[src/rtl/lsu_pkg.sv]
// Shared types and helpers for the load/store unit: RV32I funct3 encodings,
// FSM state type and the byte-lane helpers used when issuing a request.
package lsu_pkg;

  localparam logic [2:0] F3_B  = 3'b000;
  localparam logic [2:0] F3_H  = 3'b001;
  localparam logic [2:0] F3_W  = 3'b010;
  localparam logic [2:0] F3_BU = 3'b100;
  localparam logic [2:0] F3_HU = 3'b101;

  typedef enum logic [1:0] {
    IDLE = 2'd0,
    REQ  = 2'd1,
    WAIT = 2'd2,
    DONE = 2'd3
  } lsu_state_t;

  function automatic logic legal_load(input logic [2:0] f3);
    case (f3)
      F3_B, F3_H, F3_W, F3_BU, F3_HU: legal_load = 1'b1;
      default:                        legal_load = 1'b0;
    endcase
  endfunction

  function automatic logic legal_store(input logic [2:0] f3);
    case (f3)
      F3_B, F3_H, F3_W: legal_store = 1'b1;
      default:          legal_store = 1'b0;
    endcase
  endfunction

  // Bytes are always aligned; halfwords need addr[0]=0; words need addr[1:0]=00.
  function automatic logic is_aligned(input logic [2:0] f3, input logic [1:0] lo);
    case (f3)
      F3_B, F3_BU: is_aligned = 1'b1;
      F3_H, F3_HU: is_aligned = ~lo[0];
      default:     is_aligned = (lo == 2'b00);
    endcase
  endfunction

  function automatic logic [3:0] byte_en(input logic [2:0] f3, input logic [1:0] lo);
    case (f3)
      F3_B, F3_BU: byte_en = 4'b0001 << lo;
      F3_H, F3_HU: byte_en = 4'b0011 << {lo[1], 1'b0};
      default:     byte_en = 4'b1111;
    endcase
  endfunction

  // Replicating the store data lets memory pick its lane purely from byte enables.
  function automatic logic [31:0] store_data(input logic [2:0] f3, input logic [31:0] wd);
    case (f3)
      F3_B, F3_BU: store_data = {4{wd[7:0]}};
      F3_H, F3_HU: store_data = {2{wd[15:0]}};
      default:     store_data = wd;
    endcase
  endfunction

endpackage

[src/rtl/load_aligner.sv]
// Combinational load-data extraction: selects the addressed lane of a
// memory word and sign- or zero-extends it according to funct3.
module load_aligner
  import lsu_pkg::*;
(
  input  logic [31:0] rdata,
  input  logic [1:0]  addr_lo,
  input  logic [2:0]  funct3,
  output logic [31:0] result
);

  logic [31:0] lane;

  // NOTE: every output of a combinational block gets a value on every path
  // (default first), otherwise synthesis infers a latch.
  always_comb begin
    lane   = rdata >> {addr_lo, 3'b000};
    result = rdata;
    case (funct3)
      F3_B:    result = {{24{lane[7]}},  lane[7:0]};
      F3_H:    result = {{16{lane[15]}}, lane[15:0]};
      F3_BU:   result = {24'd0, lane[7:0]};
      F3_HU:   result = {16'd0, lane[15:0]};
      default: result = rdata;
    endcase
  end

endmodule

[src/rtl/load_store_unit.sv]
// Multi-cycle memory stage: accepts one load/store from the core, issues a
// word-aligned valid/grant request, waits for read data, and stalls the core.
module load_store_unit
  import lsu_pkg::*;
#(
  parameter int ADDR_W = 32,
  parameter int DATA_W = 32
) (
  input  logic              clk,
  input  logic              rst,
  input  logic              op_valid,
  input  logic              op_read,
  input  logic              op_write,
  input  logic [2:0]        op_funct3,
  input  logic [ADDR_W-1:0] op_addr,
  input  logic [DATA_W-1:0] op_wdata,
  output logic              stall,
  output logic [DATA_W-1:0] ld_data,
  output logic              ld_valid,
  output logic              misaligned,
  output logic              mem_req,
  output logic              mem_we,
  output logic [ADDR_W-1:0] mem_addr,
  output logic [DATA_W-1:0] mem_wdata,
  output logic [3:0]        mem_be,
  input  logic              mem_gnt,
  input  logic              mem_rvalid,
  input  logic [DATA_W-1:0] mem_rdata
);

  lsu_state_t  state;
  logic [1:0]  addr_lo_q;
  logic [2:0]  funct3_q;

  logic        f3_legal;
  logic        candidate;
  logic        accept;
  logic        reject_misaligned;
  logic [31:0] aligned_rdata;

  // A candidate is a well-formed op; alignment then splits accept from reject.
  always_comb begin
    f3_legal          = op_read ? legal_load(op_funct3) : legal_store(op_funct3);
    candidate         = (state == IDLE) && op_valid && (op_read ^ op_write) && f3_legal;
    accept            = candidate && is_aligned(op_funct3, op_addr[1:0]);
    reject_misaligned = candidate && !is_aligned(op_funct3, op_addr[1:0]);
  end

  // Combinational so the core freezes in the very cycle the op is accepted.
  assign stall = accept || (state == REQ) || (state == WAIT);

  load_aligner u_aligner (
    .rdata   (mem_rdata),
    .addr_lo (addr_lo_q),
    .funct3  (funct3_q),
    .result  (aligned_rdata)
  );

  // NOTE: sequential state uses non-blocking assignments only, so every
  // register samples pre-edge values regardless of statement order.
  always_ff @(posedge clk) begin
    if (rst) begin
      state      <= IDLE;
      addr_lo_q  <= 2'b00;
      funct3_q   <= F3_B;
      ld_data    <= '0;
      ld_valid   <= 1'b0;
      misaligned <= 1'b0;
      mem_req    <= 1'b0;
      mem_we     <= 1'b0;
      mem_addr   <= '0;
      mem_wdata  <= '0;
      mem_be     <= 4'b0000;
    end else begin
      ld_valid   <= 1'b0;
      misaligned <= 1'b0;
      case (state)
        IDLE: begin
          if (accept) begin
            state     <= REQ;
            addr_lo_q <= op_addr[1:0];
            funct3_q  <= op_funct3;
            mem_req   <= 1'b1;
            mem_we    <= op_write;
            mem_addr  <= {op_addr[ADDR_W-1:2], 2'b00};
            mem_be    <= byte_en(op_funct3, op_addr[1:0]);
            mem_wdata <= store_data(op_funct3, op_wdata);
          end else if (reject_misaligned) begin
            misaligned <= 1'b1;
          end
        end
        REQ: begin
          if (mem_gnt) begin
            mem_req <= 1'b0;
            state   <= mem_we ? DONE : WAIT;
          end
        end
        WAIT: begin
          // Only loads reach WAIT, so completion here always pulses ld_valid.
          if (mem_rvalid) begin
            ld_data  <= aligned_rdata;
            ld_valid <= 1'b1;
            state    <= DONE;
          end
        end
        DONE: begin
          state <= IDLE;
        end
        default: state <= IDLE;
      endcase
    end
  end

endmodule

[config.mk]
export PLATFORM = sky130hd
export DESIGN_NAME = load_store_unit
export DESIGN_NICKNAME = d
export VERILOG_FILES = /design/src/rtl/lsu_pkg.sv /design/src/rtl/load_aligner.sv /design/src/rtl/load_store_unit.sv
export SDC_FILE = /design/constraint.sdc
export NUM_CORES = 1
export LEC_CHECK = 0
export BUFFER_PORTS_ARGS = -buffer_cell sky130_fd_sc_hd__clkbuf_2
export CAP_MARGIN = 10
export CORE_UTILIZATION = 44
export DETAILED_ROUTE_END_ITERATION = 8
export GPL_TIMING_DRIVEN = 0
export PLACE_DENSITY = 0.77
export RECOVER_POWER = 25
export SETUP_SLACK_MARGIN = 0.2
export SYNTH_ARGS = -nofsm -noshare
export SYNTH_HDL_FRONTEND = slang
export SYNTH_SLANG_ARGS = --single-unit
[constraint.sdc]
create_clock -name clk -period 1.9 [get_ports clk]
set_input_delay 0 -clock clk [delete_from_list [all_inputs] [get_ports clk]]
set_output_delay 0 -clock clk [all_outputs]
set_load 0.01 [all_outputs]
# After elaboration in Yosys (flattened, before gate mapping)
# Index checks and enable logic that the tools add are counted.
dict set report totals {
  ramBits 0
  word_cells 71
  latchBits 0
  inputBits 106
  romBits 0
  register_bits 109
  mem_count 0
  output_inout_bits 105
}
dict set report op_classes {
  n_reduce_logical 23
  shifts 3
  bitwise 4
  n_eq_ne 13
  n_mux 17
  addsub 0
  magnitude_cmp 0
  mul 0
  div_mod_pow 0
}
# op count
set ops {}
lappend ops {{32-bit case mux with 4 select lines} 1}
lappend ops {{32-bit case mux with 2 select lines} 1}
lappend ops {{32-bit by 5-bit right shift with 16-bit output} 1}
lappend ops {{3-bit equality test (second input constant)} 4}
lappend ops {{1-bit 2-to-1 mux} 8}
lappend ops {{2-bit case mux with 4 select lines} 1}
lappend ops {{4-bit case mux with 2 select lines} 1}
lappend ops {{3-bit by 1-bit equality test with 1-bit output (second input constant)} 2}
lappend ops {{3-bit zero test} 2}
lappend ops {{2-bit 2-to-1 mux} 3}
lappend ops {{2-bit inequality test (second input constant)} 3}
lappend ops {{3-bit AND reduction} 2}
lappend ops {{2-bit OR reduction} 3}
lappend ops {{3-bit OR reduction} 2}
lappend ops {{1-bit logical AND} 5}
lappend ops {{5-bit OR reduction} 1}
lappend ops {{2-bit equality test (second input constant)} 2}
lappend ops {{2-bit zero test} 2}
lappend ops {{1-bit case mux with 2 select lines} 2}
lappend ops {{2-bit AND reduction} 2}
lappend ops {{1-bit by 2-bit left shift with 4-bit output (first input constant)} 1}
lappend ops {{2-bit by 2-bit left shift with 4-bit output (first input constant)} 1}
lappend ops {{3-bit by 2-bit equality test with 1-bit output (second input constant)} 1}
lappend ops {{1-bit inverter} 3}
lappend ops {{5 further kinds} 6}

# Longest topological paths before layout
dict set report logic_depth {
  depth_word 8
  ltp_mapped 7
  depth_no_buf 6
}

# Hierarchy
# From an unflattened synthesis, not the netlist that was laid out.
dict set report hier_totals {
  cells_unflattened 647
  hier_area_um2 5177.5
}
# mod instances seq_area_each_um2 area_each_um2 cells_each
set by_module_without_submodules {}
lappend by_module_without_submodules {load_store_unit 1 2182.1 4485.6 541}
lappend by_module_without_submodules {load_aligner 1 0.0 691.9 106}

# Least setup slack after synthesis
# No wires, ideal clock.
dict set report synth_timing {
  path_kind {flip-flop to flip-flop}
  start {reg addr_lo_q[0]}
  end {reg ld_data[17]}
  setup_slack_ps 65
  period_less_slack_ps 1835
  arrival_ps 1754
  setup_time_ps 81
  stages_incl_launch_ff 8
  path_buffers 3
  t_required_ps 1819
  path_cell_list {dfxtp_1 -> buf_6 -> nand2b_1 -> mux4_2 -> or3_1 -> buf_6 -> buf_6 -> a211oi_2}
}
dict set report synth_between {
  elab_chain_cells 2
}
# element line_no
set synth_rtl {}
lappend synth_rtl {{from (decl)} load_store_unit.sv:32} ;# logic [1:0] addr_lo_q;
lappend synth_rtl {{from (signal assigned)} load_store_unit.sv:81} ;# addr_lo_q <= op_addr[1:0];
lappend synth_rtl {{32-bit by 5-bit right shift with 16-bit output} load_aligner.sv:17} ;# lane = rdata >> {addr_lo, 3'b000};
lappend synth_rtl {{32-bit case mux with 4 select lines} load_aligner.sv:19} ;# case (funct3)
lappend synth_rtl {{to (signal assigned)} load_store_unit.sv:101} ;# ld_data <= aligned_rdata;
lappend synth_rtl {{to (decl)} load_store_unit.sv:18} ;# output logic [DATA_W-1:0] ld_data,
# Every way passes these cells.
# A chain may end at the register's enable or synchronous reset.

# Worst setup path in the final report
dict set report layout_timing {
  start {reg addr_lo_q[0]}
  end {reg ld_data[25]}
}
# The elaborated chain is that of the path after synthesis.

==> metrics <==
status=complete, but fails checks; failing checks=negative setup slack; die area=12200 um^2; Power, Total=5.81 mW; Sequential Area=2190 um^2; Skew-Pair Late Insertion Delay=0.35 ns; footprint of the multi-input gates=2810 um^2; max-cap viol count=0; Detailed Routing Iterations Pass 1=6; ys flop type=dfxtp_1; Remaining DRCs=0; Req. time, crit path=2.17 ns; pin count of the biggest net entering global routing=17; number of global-route vias before repair=5634; Starting Density=45.3%; FILL cells=951; placed insts=962; Site Rows=39; layout cell share with drive strength beyond 1=27.8%; VDD IR-drop max=0.902 mV; final-report max-slew violation count=0; Die Wd=110 um; total CTS buffers=9; Slew HR=49.6%; WL per Instance=18.2 um; nature of the critical path endpoint=register; antenna violations before repair=0; RSZ-0062 raised after global routing=yes; Worst Tran Pin Value=0.756 ns; time the worst path needs with I/O delays and setup=2.00 ns; clk root buf=clkbuf_16; via count=6170; antenna diode count=0; Startpoint Class=register; clk sink count=109; CTS tree=done; die height=110 um; flop and latch count out of synthesis=109; Synth cell types=43; Hold Violations, Final=0; most frequent cells in the layout=clkbuf_2, dfxtp_1, a21oi_1, clkbuf_1, dlygate4sd3_1; Total Routed Length=19.1 mm; Post-Place Worst Slack=-0.331 ns; Highest Clock Rate=500 MHz; final setup vio count=17; Final Non-Filler Cells=1053; synthesis-to-layout area growth=47.0%; Tot GR Track Use=30.2%; DP Wirelength=13.0 mm; Seq/Total Area, Yosys=42.2%; final worst setup slack=-0.0991 ns; most common cell after layout, fill and taps aside=clkbuf_2; core area=11400 um^2; CP max FO=8; PortBufs=207; synthesized instance count=611; ANT nets after route=0; global-route wire length before repair=29.3 mm; gpl congestion=0.933; clk_skew=0.00645 ns; Leak Pwr=2.92 nW; setup tns final=-1.11 ns; Post-synth EDFFs=0; fin crit share=105%; power per cell area=764 nW/um^2; Nets=1016; GR Overflow Total=0; total number of yosys warnings=0; CP Data Arrival Time=2.27 ns; clk slew on worst S/H paths=0.07 ns; fraction of registers with async set or reset after synthesis=0%; H-tree levels=3; Vias per Instance=5.86; Cell Area, Synth=5170 um^2; Syn Area/Cell=8.46 um^2; critical path type=reg2reg; WHS=0.0113 ns; IO Count=211; CTS Buffer Depth=2; HP Class=in2reg; initial drt markers=678
area by class of cell:
type,instances,share of cell area [%]
plain buffers,70,4.99
clock buffers,11,3.19
clock inverters,4,0.642
inverters,6,0.362
multi-input cells,427,37.0
flip-flops and latches,109,28.8
well taps,143,2.35
repair buffers,283,22.7
final timing paths:
| check | from | slack, ns | endpoint | depth (start not counted) |
|---|---|---|---|---|
| max | addr_lo_q[0] | -0.1 | ld_data[25] | 7 |
| min | op_wdata[31] | 0.01 | mem_wdata[31] | 3 |
| max reg2reg | addr_lo_q[0] | -0.1 | ld_data[25] | 7 |
| min reg2reg | ld_data[4] | 0.46 | ld_data[4] | 2 |
layer usage:
metal / track usage (%) / vias to the layer above / routed length, um
li1: - / 2857 / -
met5: 0 / - / 0
met3: 8.29 / 72 / 1600
met1: 36.6 / 2871 / 7580
met2: 49.6 / 370 / 9050
met4: 13.9 / 0 / 900
synth_stat cells (all sizes together) (4+ instances only):
master / instances / area (um^2)
o221ai: 8 / 70.1
mux2i: 36 / 360
nand3b: 8 / 60.1
clkbuf: 59 / 221
inv: 5 / 18.8
a311oi: 11 / 96.3
o21ai: 64 / 320
nand3: 44 / 220
nor2b: 4 / 25.0
a221oi: 8 / 70.1
dfxtp: 109 / 2180
nor3: 7 / 35.0
nand2: 25 / 93.8
nand2b: 5 / 31.3
o2111ai: 9 / 78.8
ha: 4 / 50.1
or3: 4 / 25.0
buf: 11 / 73.8
a211oi: 27 / 253
nor2: 32 / 120
a2bb2oi: 7 / 61.3
o211ai: 7 / 52.6
a21oi: 98 / 490
registers in the layout, summed over array words and instances, names as in the netlist:
| register | flops |
|---|---|
| misaligned | 1 |
| mem_addr | 30 |
| addr_lo_q | 2 |
| mem_req | 1 |
| ld_valid | 1 |
| mem_wdata | 32 |
| mem_be | 4 |
| mem_we | 1 |
| state | 2 |
| funct3_q | 3 |
| ld_data | 32 |
where the power goes:
group,leakage [nW],internal [mW],switching [mW]
combinational,1.89,0.630,0.804
clock,0.145,1.05,0.852
sequential,0.882,2.40,0.0729
total,2.92,4.08,1.73
cell families (layout without fill, tap and decap cells):
| logic type | Yosys count | after routing | synth area share (%) |
|---|---|---|---|
| other cells | 1 | 2 | 0.0725 |
| mux | 37 | 37 | 7.40 |
| flops | 109 | 109 | 42.2 |
| buf+inv | 76 | 374 | 6.15 |
| simple gates | 134 | 134 | 12.5 |
| compound gates | 250 | 250 | 30.7 |
| fa+ha+maj | 4 | 4 | 0.968 |
worst max-delay path, cell delays in order (launching register included):
cell and delay (ns):
dfxtp_1 0.31, buf_6 0.14, mux2i_4 0.19, mux4_2 0.46, or3_4 0.34, buf_6 0.15
buf_12 0.14, a211oi_2 0.19
metrics by stage:
step / util, % / cell area [um^2]
floorplan: - / 5190
CTS: 66.1 / 7540
global route: 66.6 / 7600
detailed placement: 56.1 / 6400
global placement: 56.1 / 6400
finish: 66.6 / 7600
timing repair:
item / 4_1_cts / 5_1_grt
gates resized for setup: 52 / 40
endpoints found under the hold margin: 65 / 0
setup endpoints to repair: 107 / 71
pin swaps: 4 / 5
cloned: 0 / 1
buffers inserted: 7 / 4
hold buffers: 64 / 0
Power figures use the tool's default switching activity.
